## config.mk

```make
export PLATFORM = sky130hd
export DESIGN_NAME = ac_op_sequencer
export DESIGN_NICKNAME = d
export VERILOG_FILES = /design/src/rtl/ac_seq_pkg.sv /design/src/rtl/ac_op_sequencer_pulse_timer.sv /design/src/rtl/ac_op_sequencer.sv
export SDC_FILE = /design/constraint.sdc
export NUM_CORES = 1
export LEC_CHECK = 0
export CAP_MARGIN = 0
export CELL_PAD_IN_SITES_DETAIL_PLACEMENT = 0
export CELL_PAD_IN_SITES_GLOBAL_PLACEMENT = 1
export CORE_MARGIN = 5
export CORE_UTILIZATION = 30
export CTS_CLUSTER_SIZE = 8
export DETAILED_ROUTE_END_ITERATION = 7
export PLACE_DENSITY = 0.78
export SYNTH_ARGS = -nofsm -noshare
export SYNTH_HDL_FRONTEND = slang
export SYNTH_SLANG_ARGS = --single-unit
```

## constraint.sdc

```tcl
create_clock -name CLK -period 1.9 [get_ports CLK]
set_clock_uncertainty 0.15 [all_clocks]
set_input_delay 0.38 -clock CLK [delete_from_list [all_inputs] [get_ports CLK]]
set_output_delay 0.38 -clock CLK [all_outputs]
set_load 0.005 [all_outputs]
```

## src/rtl/ac_seq_pkg.sv

```systemverilog
// Shared opcodes, FSM encoding and pulse-line indexing for the accumulator op sequencer.
package ac_seq_pkg;

    localparam logic [2:0] OP_NOP   = 3'd0;
    localparam logic [2:0] OP_LD    = 3'd1;
    localparam logic [2:0] OP_CLR   = 3'd2;
    localparam logic [2:0] OP_COM   = 3'd3;
    localparam logic [2:0] OP_CIR   = 3'd4;
    localparam logic [2:0] OP_CIL   = 3'd5;
    localparam logic [2:0] OP_SWAPN = 3'd6;
    localparam logic [2:0] OP_ILL   = 3'd7;

    // A nibble swap is four single-bit left rotations.
    localparam int unsigned SWAPN_REPEAT = 4;

    localparam int unsigned NUM_PULSES = 5;
    localparam int unsigned PL_LD  = 0;
    localparam int unsigned PL_CLR = 1;
    localparam int unsigned PL_COM = 2;
    localparam int unsigned PL_CIR = 3;
    localparam int unsigned PL_CIL = 4;

    typedef enum logic [1:0] {
        ST_IDLE = 2'd0,
        ST_HIGH = 2'd1,
        ST_LOW  = 2'd2,
        ST_DONE = 2'd3
    } state_t;

    function automatic logic [NUM_PULSES-1:0] op_pulse_sel(input logic [2:0] op);
        logic [NUM_PULSES-1:0] sel;
        sel = '0;
        case (op)
            OP_LD:             sel[PL_LD]  = 1'b1;
            OP_CLR:            sel[PL_CLR] = 1'b1;
            OP_COM:            sel[PL_COM] = 1'b1;
            OP_CIR:            sel[PL_CIR] = 1'b1;
            OP_CIL, OP_SWAPN:  sel[PL_CIL] = 1'b1;
            default:           sel = '0;
        endcase
        return sel;
    endfunction

endpackage

```

## src/rtl/ac_op_sequencer_pulse_timer.sv

```systemverilog
// Loadable down-counter timing the HIGH and LOW phases; expired when it reaches zero.
module pulse_timer #(
    parameter int unsigned W = 1
) (
    input  logic         CLK,
    input  logic         CLR_clear,
    input  logic         i_load,
    input  logic [W-1:0] i_value,
    output logic         o_expired
);

    logic [W-1:0] r_cnt;

    always_ff @(posedge CLK or posedge CLR_clear) begin
        if (CLR_clear) begin
            r_cnt <= '0;
        end else if (i_load) begin
            r_cnt <= i_value;
        end else if (r_cnt != '0) begin
            r_cnt <= r_cnt - W'(1);
        end
    end

    assign o_expired = (r_cnt == '0);

endmodule

```

## src/rtl/ac_op_sequencer.sv

```systemverilog
// Expands one accepted opcode into registered one-hot accumulator pulses separated by low gaps.
module ac_op_sequencer
    import ac_seq_pkg::*;
#(
    parameter int unsigned PULSE_W = 1,
    parameter int unsigned GAP_W   = 1,
    parameter int unsigned CNT_W   = 3
) (
    input  logic             CLK,
    input  logic             CLR_clear,
    input  logic             op_valid,
    output logic             op_ready,
    input  logic [2:0]       op_code,
    input  logic [CNT_W-1:0] op_count,
    input  logic [7:0]       load_data,
    input  logic [7:0]       ac_q,
    output logic [7:0]       ac_data,
    output logic             ac_ld,
    output logic             ac_clr,
    output logic             ac_com,
    output logic             ac_cir,
    output logic             ac_cil,
    output logic             op_done,
    output logic [7:0]       result,
    output logic             err_illegal,
    output logic             busy
);

    localparam int unsigned MAX_W = (PULSE_W > GAP_W) ? PULSE_W : GAP_W;
    localparam int unsigned TW    = (MAX_W > 1) ? $clog2(MAX_W) : 1;
    // Remaining counter must also hold SWAPN_REPEAT.
    localparam int unsigned RW    = (CNT_W > 3) ? CNT_W : 3;
    localparam logic [TW-1:0] HIGH_LOAD = TW'(PULSE_W - 1);
    localparam logic [TW-1:0] GAP_LOAD  = TW'(GAP_W - 1);

    state_t                r_state;
    state_t                w_state_next;
    logic [2:0]            r_op;
    logic [7:0]            r_ac_data;
    logic [RW-1:0]         r_rem;
    logic [RW-1:0]         w_rem_next;
    logic [RW-1:0]         w_init_rem;
    logic [NUM_PULSES-1:0] r_pulse;
    logic [NUM_PULSES-1:0] w_pulse_next;
    logic                  r_op_done;
    logic                  r_err;
    logic                  w_err_next;
    logic [7:0]            r_result;
    logic                  w_accept;
    logic                  w_tmr_load;
    logic [TW-1:0]         w_tmr_value;
    logic                  w_tmr_expired;

    pulse_timer #(
        .W(TW)
    ) u_timer (
        .CLK       (CLK),
        .CLR_clear (CLR_clear),
        .i_load    (w_tmr_load),
        .i_value   (w_tmr_value),
        .o_expired (w_tmr_expired)
    );

    always_comb begin
        w_init_rem = RW'(1);
        if (op_code == OP_CIR || op_code == OP_CIL) begin
            w_init_rem = (op_count == '0) ? RW'(1) : RW'(op_count);
        end else if (op_code == OP_SWAPN) begin
            w_init_rem = RW'(SWAPN_REPEAT);
        end
    end

    always_comb begin
        w_state_next = r_state;
        w_pulse_next = '0;
        w_rem_next   = r_rem;
        w_accept     = 1'b0;
        w_tmr_load   = 1'b0;
        w_tmr_value  = '0;
        w_err_next   = 1'b0;
        case (r_state)
            ST_IDLE: begin
                if (op_valid) begin
                    w_accept   = 1'b1;
                    w_rem_next = w_init_rem;
                    if (op_code == OP_NOP || op_code == OP_ILL) begin
                        w_state_next = ST_DONE;
                        w_err_next   = (op_code == OP_ILL);
                    end else begin
                        w_state_next = ST_HIGH;
                        w_pulse_next = op_pulse_sel(op_code);
                        w_tmr_load   = 1'b1;
                        w_tmr_value  = HIGH_LOAD;
                    end
                end
            end
            ST_HIGH: begin
                if (w_tmr_expired) begin
                    w_state_next = ST_LOW;
                    w_tmr_load   = 1'b1;
                    w_tmr_value  = GAP_LOAD;
                end else begin
                    w_pulse_next = op_pulse_sel(r_op);
                end
            end
            ST_LOW: begin
                if (w_tmr_expired) begin
                    w_rem_next = r_rem - RW'(1);
                    if (r_rem != RW'(1)) begin
                        w_state_next = ST_HIGH;
                        w_pulse_next = op_pulse_sel(r_op);
                        w_tmr_load   = 1'b1;
                        w_tmr_value  = HIGH_LOAD;
                    end else begin
                        w_state_next = ST_DONE;
                    end
                end
            end
            ST_DONE: begin
                w_state_next = ST_IDLE;
            end
            default: begin
                w_state_next = ST_IDLE;
            end
        endcase
    end

    // Pulse lines are registered from the next-state decode so they never glitch.
    always_ff @(posedge CLK or posedge CLR_clear) begin
        if (CLR_clear) begin
            r_state   <= ST_IDLE;
            r_op      <= OP_NOP;
            r_ac_data <= '0;
            r_rem     <= '0;
            r_pulse   <= '0;
            r_op_done <= 1'b0;
            r_err     <= 1'b0;
            r_result  <= '0;
        end else begin
            r_state   <= w_state_next;
            r_rem     <= w_rem_next;
            r_pulse   <= w_pulse_next;
            r_op_done <= (w_state_next == ST_DONE);
            r_err     <= w_err_next;
            if (w_accept) begin
                r_op      <= op_code;
                r_ac_data <= load_data;
            end
            if (r_state == ST_DONE) begin
                r_result <= ac_q;
            end
        end
    end

    assign op_ready    = (r_state == ST_IDLE);
    assign busy        = (r_state != ST_IDLE);
    assign ac_data     = r_ac_data;
    assign ac_ld       = r_pulse[PL_LD];
    assign ac_clr      = r_pulse[PL_CLR];
    assign ac_com      = r_pulse[PL_COM];
    assign ac_cir      = r_pulse[PL_CIR];
    assign ac_cil      = r_pulse[PL_CIL];
    assign op_done     = r_op_done;
    assign err_illegal = r_err;
    assign result      = r_result;

endmodule

```

==> impl_metrics.yaml, run 1 <==
run_status:
  run_status: "completed"
drt:
  antenna_violating_nets_left: 0
  detail_route.iter0.violations: 52
  drc: 0
  detailroute.via_count: 1093
  routed_wire_length_per_instance_um: 15.0
  wirelength_um: 3390
  via_per_inst: 4.84
  firstDrtPassIters: 4
pwr:
  ir_worst_vdd_v: 0.000343
  cellLeakagePower_uw: 0.000906
  power_per_cell_area_mw_per_mm2: 1530
logic_synthesis:
  mappedNetlistArea_mm2: 0.00135
  yosys_register_bits: 31
  synthesis.nets: 139
  syn-instance-count: 112
  netlist_cell_types: 30
  yosysSeqAreaShare: 0.574
  warning_count_from_the_yosys_run: 0
  postSynthAreaPerCell_um2: 12.1
placement:
  place.gp.congestion: 0.820
  place.detailed.hpwl_um: 2550
  dpl_worst_slack_ns: -0.0210
  placedInstanceArea_mm2: 0.00194
  buffer_ports.inserted: 49
hold_path:
  min-delay-path-class: "input pin to asynchronous set/reset pin"
final_layout:
  insertedDiodeCount: 0
  area_added_between_synthesis_and_finish_pct: 52.4
  post_route_core_utilization: 0.473
  finish.instance_area_mm2: 0.00206
  drive_above_1_share: 0.201
  number_of_nets_at_the_end_of_the_flow: 200
  fillCellCount: 397
global_routing:
  grt_use_total: 0.115
  grt_max_degree: 32
  antenna_found_initial: 0
  grt_pass1_wl_um: 5500
  grt_pass1_vias: 1144
  gr_overflow_total: 0
clock_tree:
  cts.reportedPaths.clkPinSlew_ns: 0.07
  clock_tree.buffer_depth: 2
  ctsHtreeMaxLevel: 2
  cts_tree: "yes"
  cts-buffers-inserted: 5
  clkLatencyLatePin_ns: 0.28
  cts-hold-fix-buffers: 0
  cts_num_sinks: 31
  cts_root_buffer: "clkbuf_8"
critical_path:
  critPathMaxFanout: 5
  cp.required_ns: 1.37
  worst-r2r-cell-count: 4
  worstPathArrival_ns: 1.24
  worstSetupPathType: "flop to output pin"
  critical_path.endpoint_type: "output pin"
  worst_setup_sp_type: "flop"
flow_run:
  max_cap_viol_count: 0
die:
  die_width_um: 77.1
  io_pins: 50
  area_of_the_core_region_mm2: 0.00435
  floorplan.initialDensity: 0.310
  die_height_um: 77.1
  row_count: 24
  die_area_mm2: 0.00595
timing:
  rsz_0062_raised_after_global_routing: "no"
  fin_ws_ns: 0.133
  hold_violations: 0
  hold_ws_ns: 0.342
  timing.final.crit_period_ns: 1.77
  clock.fmax_ghz: 0.566
  worst-slew-pin-transition_ns: 0.395
  final-max-slew-violation-count: 0
  finalCritPeriodShare: 0.930
  worst_slew_margin_rel: 0.737
  setup_tns_ns: 0
  final-setup-viol-count: 0
==> final timing paths <==
path                                       start                endpoint  slack, ns
min in group CLK           result[1]$_DFFE_PP0N_   result[1]$_DFFE_PP0N_       0.35
hold / removal                         CLR_clear    r_rem[2]$_DFFE_PP0P_       0.34
max in group asynchronous              CLR_clear   result[2]$_DFFE_PP0N_       0.97
setup / recovery            r_state[0]$_DFF_PP0_                op_ready       0.13
hold reg to reg            result[1]$_DFFE_PP0N_   result[1]$_DFFE_PP0N_       0.35
setup reg to reg            r_state[0]$_DFF_PP0_  ac_data[4]$_DFFE_PP0P_       0.28
==> where the power goes <==
part | total [uW] | switching, uW | internal, uW
registers | 1120 | 165 | 951
clock network | 670 | 246 | 424
logic | 1360 | 508 | 851
total | 3140 | 918 | 2230
==> logic make-up after synthesis <==
logic type,after synthesis,share of synthesized area
AND/OR/NAND/NOR,37,0.134
flip-flops,31,0.574
AO/OA/AOI/OAI,17,0.0889
multiplexers,16,0.150
buffers and inverters,8,0.0278
adder cells (fa/ha/maj),2,0.0185
XOR/XNOR,1,0.00648
==> what timing repair did <==
| action | 4_1_cts | 5_1_grt |
|---|---|---|
| setup endpoints to repair | 2 | 0 |
| setup buffers | 0 | 0 |
| gates resized for setup | 2 | 0 |
==> registers in the layout (all words and copies together) (netlist names) <==
signal	cells
op_done	1
r_op	3
r_pulse	5
result	8
err_illegal	1
ac_data	8
r_state	2
r_rem	3
==> cells in the final DEF (no fill, tap or decap), drive strengths merged, types with 2 or more instances in the layout <==
cell           count
nand3              3
clkdlybuf4s50     47
dlygate4sd2        2
nor2b              5
o32ai              4
o21ai              5
nor2               6
or2                2
inv                6
o22ai              2
buf                7
dfrtp             31
mux2              16
clkbuf             6
ha                 2
nand2             15
==> through the flow <==
stage | power, uW | cells
global route | 3350 | 226
detailed placement | 2530 | 218
floorplan | 1810 | 112
finish | 3140 | 226
global placement | 2480 | 218
CTS | 3190 | 226
==> critical path, stage by stage, from the launching register on <==
cell and delay (ns):
dfrtp_1 0.38, or2_4 0.26, inv_2 0.08, dlygate4sd2_1 0.23
==> metal layers <==
| layer | up-vias | share of wire | track usage |
|---|---|---|---|
| met1 | 527 | 0.42 | 0.132 |
| met3 | 8 | 0.072 | 0.0398 |
| met4 | 0 | 0.024 | 0.0567 |
| met2 | 44 | 0.49 | 0.189 |
| li1 | 514 | - | - |
| met5 | - | 0 | 0 |
==> synth_stat cells <==
cell      count  area (um2)
buf_6         1        11.3
or2_2         1        6.26
nor3_1        1        5.00
nand3_1       3        15.0
mux2_4        6        90.1
o32ai_1       4        35.0
or3_1         1        6.26
or2_4         1        8.76
and2_4        1        8.76
nand4b_1      1        8.76
o21ai_0       5        25.0
a41oi_1       1        8.76
inv_2         1        3.75
nor2_1        6        22.5
xnor2_1       1        8.76
o22ai_1       2        12.5
o41ai_1       1        8.76
and3_1        1        6.26
a22oi_1       1        7.51
a21oi_1       1        5.00
o21a_1        1        7.51
dfrtp_1      31         776
inv_1         5        18.8
nand2_1      15        56.3
mux2_2       10         113
a221o_1       1        10.0
nand2b_1      1        6.26
ha_1          2        25.0
nor2b_1       5        31.3
clkbuf_1      1        3.75
==> layout make-up <==
class                           count  area [um2]  area share
Clock inverter                      2        35.0      0.0170
Sequential cell                    31         776       0.377
Timing Repair Buffer               56         541       0.262
Inverter                            6        22.5      0.0109
Multi-Input combinational cell     73         538       0.261
Tap cell                           52        65.1      0.0316
Clock buffer                        6        82.6      0.0401
Note: power is estimated with default switching activity, not from simulation.
==> run 2: changes to the inputs <==
--- a/config.mk
+++ b/config.mk
@@ -12,7 +12,7 @@
 export CORE_UTILIZATION = 30
 export CTS_CLUSTER_SIZE = 8
 export DETAILED_ROUTE_END_ITERATION = 7
-export PLACE_DENSITY = 0.78
+export PLACE_DENSITY = 0.81
 export SYNTH_ARGS = -nofsm -noshare
 export SYNTH_HDL_FRONTEND = slang
 export SYNTH_SLANG_ARGS = --single-unit
==> constraint.sdc (replaced) <==
create_clock -name CLK -period 1.55 [get_ports CLK]
set_clock_uncertainty 0.15 [all_clocks]
set_input_delay 0.31 -clock CLK [delete_from_list [all_inputs] [get_ports CLK]]
set_output_delay 0.31 -clock CLK [all_outputs]
set_load 0.005 [all_outputs]
==> run 2 against run 1 <==
Effect of this change: the run now ends with setup timing left; sequential power increased by 22%; total power up 19%; non-clock buffer count grew 12; combinational power rose by 27%; final cell count increased by 5.3%; critical path type unchanged.
==> impl_metrics.yaml, run 2 (synthesis gave the netlist of run 1 again) <==
drt:
  routed_wire_length_per_instance_um: 15.2
  wirelength_um: 3610
  detailroute.via_count: 1140
  via_per_inst: 4.79
  detail_route.iter0.violations: 42
  drc: 0
  antenna_violating_nets_left: 0
  firstDrtPassIters: 4
clock_tree:
  cts_tree: "yes"
  clkLatencyLatePin_ns: 0.28
  clock_tree.buffer_depth: 2
  cts_root_buffer: "clkbuf_8"
  cts.reportedPaths.clkPinSlew_ns: 0.06
  ctsHtreeMaxLevel: 2
  cts-hold-fix-buffers: 0
  cts_num_sinks: 31
  cts-buffers-inserted: 5
critical_path:
  worst_setup_sp_type: "flop"
  cp-startpoint: "r_state[0]$_DFF_PP0_"
  critPathMaxFanout: 4
  cp.required_ns: 1.09
  worstPathArrival_ns: 1.10
  worstSetupPathType: "flop to output pin"
  critical_path.endpoint_type: "output pin"
  timing.rr.start: "r_state[0]$_DFF_PP0_"
global_routing:
  antenna_found_initial: 0
  grt_use_total: 0.124
  grt_max_degree: 32
  gr_overflow_total: 0
  grt_pass1_wl_um: 5920
  grt_pass1_vias: 1198
pwr:
  switching_share: 0.320
  share_of_power_burned_in_the_clock_network: 0.167
  switching_power_uw: 1190
  totalPowerFinal_uw: 3730
  p_int_uw: 2540
  ir_worst_vdd_v: 0.000848
  combinational_power_share: 0.465
  power_per_cell_area_mw_per_mm2: 1740
  seq_power_share: 0.368
  cellLeakagePower_uw: 0.00104
die:
  row_count: 24
  io_pins: 50
  die_width_um: 77.1
  die_area_mm2: 0.00595
  floorplan.initialDensity: 0.310
  die_height_um: 77.1
  area_of_the_core_region_mm2: 0.00435
timing:
  clock.fmax_ghz: 0.643
  final-setup-viol-count: 1
  worst-slew-pin-transition_ns: 0.347
  finalCritPeriodShare: 1.00
  hold_violations: 0
  timing.final.crit_period_ns: 1.56
  final-max-slew-violation-count: 0
  fin_ws_ns: -0.00534
  rsz_0062_raised_after_global_routing: "yes"
  worst_slew_margin_rel: 0.768
final_layout:
  mostFrequentLayoutCell: "dfrtp_1"
  area_added_between_synthesis_and_finish_pct: 58.9
  drive_above_1_share: 0.285
  most_frequent_cells_in_the_layout: "dfrtp_1 (31), clkdlybuf4s50_1 (23), dlygate4sd2_1 (23)"
  number_of_nets_at_the_end_of_the_flow: 213
  layout.cells.non_filler: 238
  fillCellCount: 408
  post_route_core_utilization: 0.493
  insertedDiodeCount: 0
  finish.instance_area_mm2: 0.00215
placement:
  place.detailed.hpwl_um: 2700
  placedInstanceArea_mm2: 0.00204
  dpl_worst_slack_ns: -0.304
  place.gp.congestion: 0.834
  placedCellCount: 229
  buffer_ports.inserted: 49
run_status:
  violations: "setup timing"
  run_status: "finished with violations"
hold_path:
  min-delay-path-class: "input pin to asynchronous set/reset pin"
flow_run:
  max_cap_viol_count: 0
## run 2: final timing paths
| check | to | slack (ns) | cells after the start |
|---|---|---|---|
| max | op_ready | -0.005 | 3 |
| min | result[3]$_DFFE_PP0N_ | 0.21 | 3 |
| max reg2reg | ac_data[7]$_DFFE_PP0P_ | 0.01 | 4 |
| min reg2reg | result[4]$_DFFE_PP0N_ | 0.35 | 1 |
| max in group asynchronous | ac_data[1]$_DFFE_PP0P_ | 0.87 | 3 |
| min in group CLK | r_op[1]$_DFFE_PP0P_ | 0.27 | 3 |
## run 2: final cells by class
type / instances / area [um2] / area share
Tap cell: 52 / 65.1 / 0.0303
Timing Repair Buffer: 68 / 616 / 0.287
Multi-Input combinational cell: 74 / 578 / 0.269
Clock inverter: 1 / 5.00 / 0.00233
Clock buffer: 6 / 82.6 / 0.0385
Inverter: 6 / 25.0 / 0.0117
Sequential cell: 31 / 776 / 0.361
## run 2: per-stage QoR
stage                TNS, ns  hold slack, ns
finish              -0.00534           0.215
global route          -0.212           0.258
CTS                  -0.0835           0.221
detailed placement     -2.97           0.347
global placement       -2.40           0.338
floorplan             -0.305           0.261
## run 2: routing by layer
layer  vias to the layer above  wire [um]  track usage
met5                         -          0            0
met4                         0        139       0.0704
met3                        12        299       0.0550
met2                        43       1740        0.195
met1                       546       1430        0.140
li1                        539          -            -
## run 2: critical path, cell delays in order, from the launching register on
cell	delay, ns
dfrtp_1	0.37
or2_4	0.27
inv_4	0.08
buf_6	0.09
## run 2: power groups by stage
stage	clock network, uW	logic [uW]	registers [uW]
5_1_grt	673	1890	1420
3_3_place_gp	0	1780	1370
3_5_place_dp	0	1830	1390
6_report	624	1730	1370
4_1_cts	644	1680	1370
2_1_floorplan	0	842	1400
## run 2: repair_timing
item,CTS,global route
resized for setup,34,6
pin swaps,1,1
setup buffers,0,1
gates cloned,1,0
setup endpoints to repair,28,20
==> run 3: changes to the inputs <==
--- a/config.mk
+++ b/config.mk
@@ -13,6 +13,8 @@
 export CTS_CLUSTER_SIZE = 8
 export DETAILED_ROUTE_END_ITERATION = 7
 export PLACE_DENSITY = 0.81
+export RECOVER_POWER = 25
+export REMOVE_ABC_BUFFERS = 1
 export SYNTH_ARGS = -nofsm -noshare
 export SYNTH_HDL_FRONTEND = slang
 export SYNTH_SLANG_ARGS = --single-unit
==> run 3 against run 2 <==
Effect of this change: the flow still finishes with violations (setup timing); final cell count rose by 1.7%; final area is 2.6% higher; first-iteration DRC count is 50% higher; worst hold slack improved by 0.13 ns; count of clock-buffer cells in the layout is the same; critical endpoint unchanged; largest power group unchanged.
==> impl_metrics.yaml, run 3 (synthesis gave the netlist of run 1 again) <==
clock_tree:
  clkLatencyLatePin_ns: 0.28
  cts-hold-fix-buffers: 0
  cts_tree: "yes"
  clock_tree.buffer_depth: 2
  ctsHtreeMaxLevel: 2
  cts_root_buffer: "clkbuf_8"
  cts-buffers-inserted: 5
  cts_num_sinks: 31
  cts.reportedPaths.clkPinSlew_ns: 0.07
hold_path:
  min-delay-path-class: "flop to flop"
timing:
  final-max-slew-violation-count: 0
  finalCritPeriodShare: 1.02
  hold_violations: 0
  worst_slew_margin_rel: 0.489
  worst-slew-pin-transition_ns: 0.767
  clock.fmax_ghz: 0.636
  fin_ws_ns: -0.0234
  timing.final.crit_period_ns: 1.57
  final-setup-viol-count: 4
  rsz_0062_raised_after_global_routing: "yes"
run_status:
  violations: "setup timing"
  run_status: "finished with violations"
final_layout:
  drive_above_1_share: 0.316
  number_of_nets_at_the_end_of_the_flow: 216
  layout.cells.non_filler: 242
  most_frequent_cells_in_the_layout: "dfrtp_1 (31), clkdlybuf4s50_1 (23), dlygate4sd2_1 (23)"
  mostFrequentLayoutCell: "dfrtp_1"
  finish.instance_area_mm2: 0.00220
  insertedDiodeCount: 0
  post_route_core_utilization: 0.506
  fillCellCount: 377
  area_added_between_synthesis_and_finish_pct: 63.0
drt:
  drc: 0
  via_per_inst: 4.64
  wirelength_um: 3660
  detailroute.via_count: 1122
  antenna_violating_nets_left: 0
  detail_route.iter0.violations: 63
  routed_wire_length_per_instance_um: 15.1
  firstDrtPassIters: 4
global_routing:
  grt_pass1_wl_um: 5780
  grt_pass1_vias: 1154
  grt_use_total: 0.122
  grt_max_degree: 32
  antenna_found_initial: 0
  gr_overflow_total: 0
critical_path:
  worstPathArrival_ns: 1.11
  critical_path.endpoint_type: "output pin"
  worst_setup_sp_type: "flop"
  critPathMaxFanout: 4
  worstSetupPathType: "flop to output pin"
  cp.required_ns: 1.09
pwr:
  share_of_power_burned_in_the_clock_network: 0.204
  ir_worst_vdd_v: 0.000740
  power_per_cell_area_mw_per_mm2: 1810
  switching_power_uw: 1250
  combinational_power_share: 0.451
  switching_share: 0.312
  p_int_uw: 2740
  totalPowerFinal_uw: 3990
  cellLeakagePower_uw: 0.00105
  seq_power_share: 0.345
die:
  floorplan.initialDensity: 0.310
  area_of_the_core_region_mm2: 0.00435
  die_height_um: 77.1
  die_width_um: 77.1
  row_count: 24
  io_pins: 50
  die_area_mm2: 0.00595
placement:
  dpl_worst_slack_ns: -0.194
  placedCellCount: 230
  place.gp.congestion: 0.828
  buffer_ports.inserted: 49
  placedInstanceArea_mm2: 0.00205
  place.detailed.hpwl_um: 2550
flow_run:
  max_cap_viol_count: 0
-- run 3: repair_timing --
action                                 CTS  global route
gates cloned                             1             0
setup endpoints to repair               35            15
setup buffers                            2             1
resized for setup                       36             7
pin swaps                                1             0
endpoints found under the hold margin    0             0
-- run 3: layout make-up --
| class | instances | area [um2] | area share |
|---|---|---|---|
| flip-flops and latches | 31 | 776 | 0.352 |
| repair buffers | 71 | 614 | 0.279 |
| multi-input cells | 74 | 604 | 0.274 |
| clock buffers | 6 | 82.6 | 0.0375 |
| well taps | 52 | 65.1 | 0.0295 |
| clock inverters | 2 | 35.0 | 0.0159 |
| inverters | 6 | 25.0 | 0.0114 |
-- run 3: worst max-delay path: stages (launching register included) --
cell	delay [ns]
dfrtp_1	0.39
or2_4	0.26
inv_4	0.08
buf_2	0.11
-- run 3: stage by stage --
stage / hold slack [ns] / TNS, ns
after global routing: 0.372 / -0.284
final: 0.348 / -0.0816
after floorplan: 0.257 / -0.183
after CTS: 0.240 / -0.0694
after global placement: 0.338 / -1.93
after detailed placement: 0.344 / -2.44
-- run 3: final timing paths --
kind                                  startpoint  slack (ns)                      to  cells after the start
max                         r_state[0]$_DFF_PP0_       -0.02                op_ready                      3
min                        result[2]$_DFFE_PP0N_        0.35   result[2]$_DFFE_PP0N_                      1
max reg2reg                 r_state[0]$_DFF_PP0_       -0.02  ac_data[0]$_DFFE_PP0P_                      4
min reg2reg                result[2]$_DFFE_PP0N_        0.35   result[2]$_DFFE_PP0N_                      1
max in group asynchronous              CLR_clear        0.20   result[7]$_DFFE_PP0N_                      3
min in group asynchronous              CLR_clear        0.55  ac_data[1]$_DFFE_PP0P_                      3
-- run 3: layer usage --
metal / track usage / wire, um / vias up
met1: 0.140 / 1550 / 538
met4: 0.0361 / 35 / 0
met5: 0 / 0 / -
met3: 0.0375 / 174 / 6
met2: 0.215 / 1910 / 32
li1: - / - / 546
-- run 3: power by group through the flow --
stage | sequential [uW] | combinational [uW] | clock, uW
final | 1380 | 1800 | 812
after global routing | 1420 | 1950 | 873
after CTS | 1370 | 1730 | 826
after detailed placement | 1380 | 1820 | 0
after global placement | 1370 | 1790 | 0
after floorplan | 1400 | 804 | 0
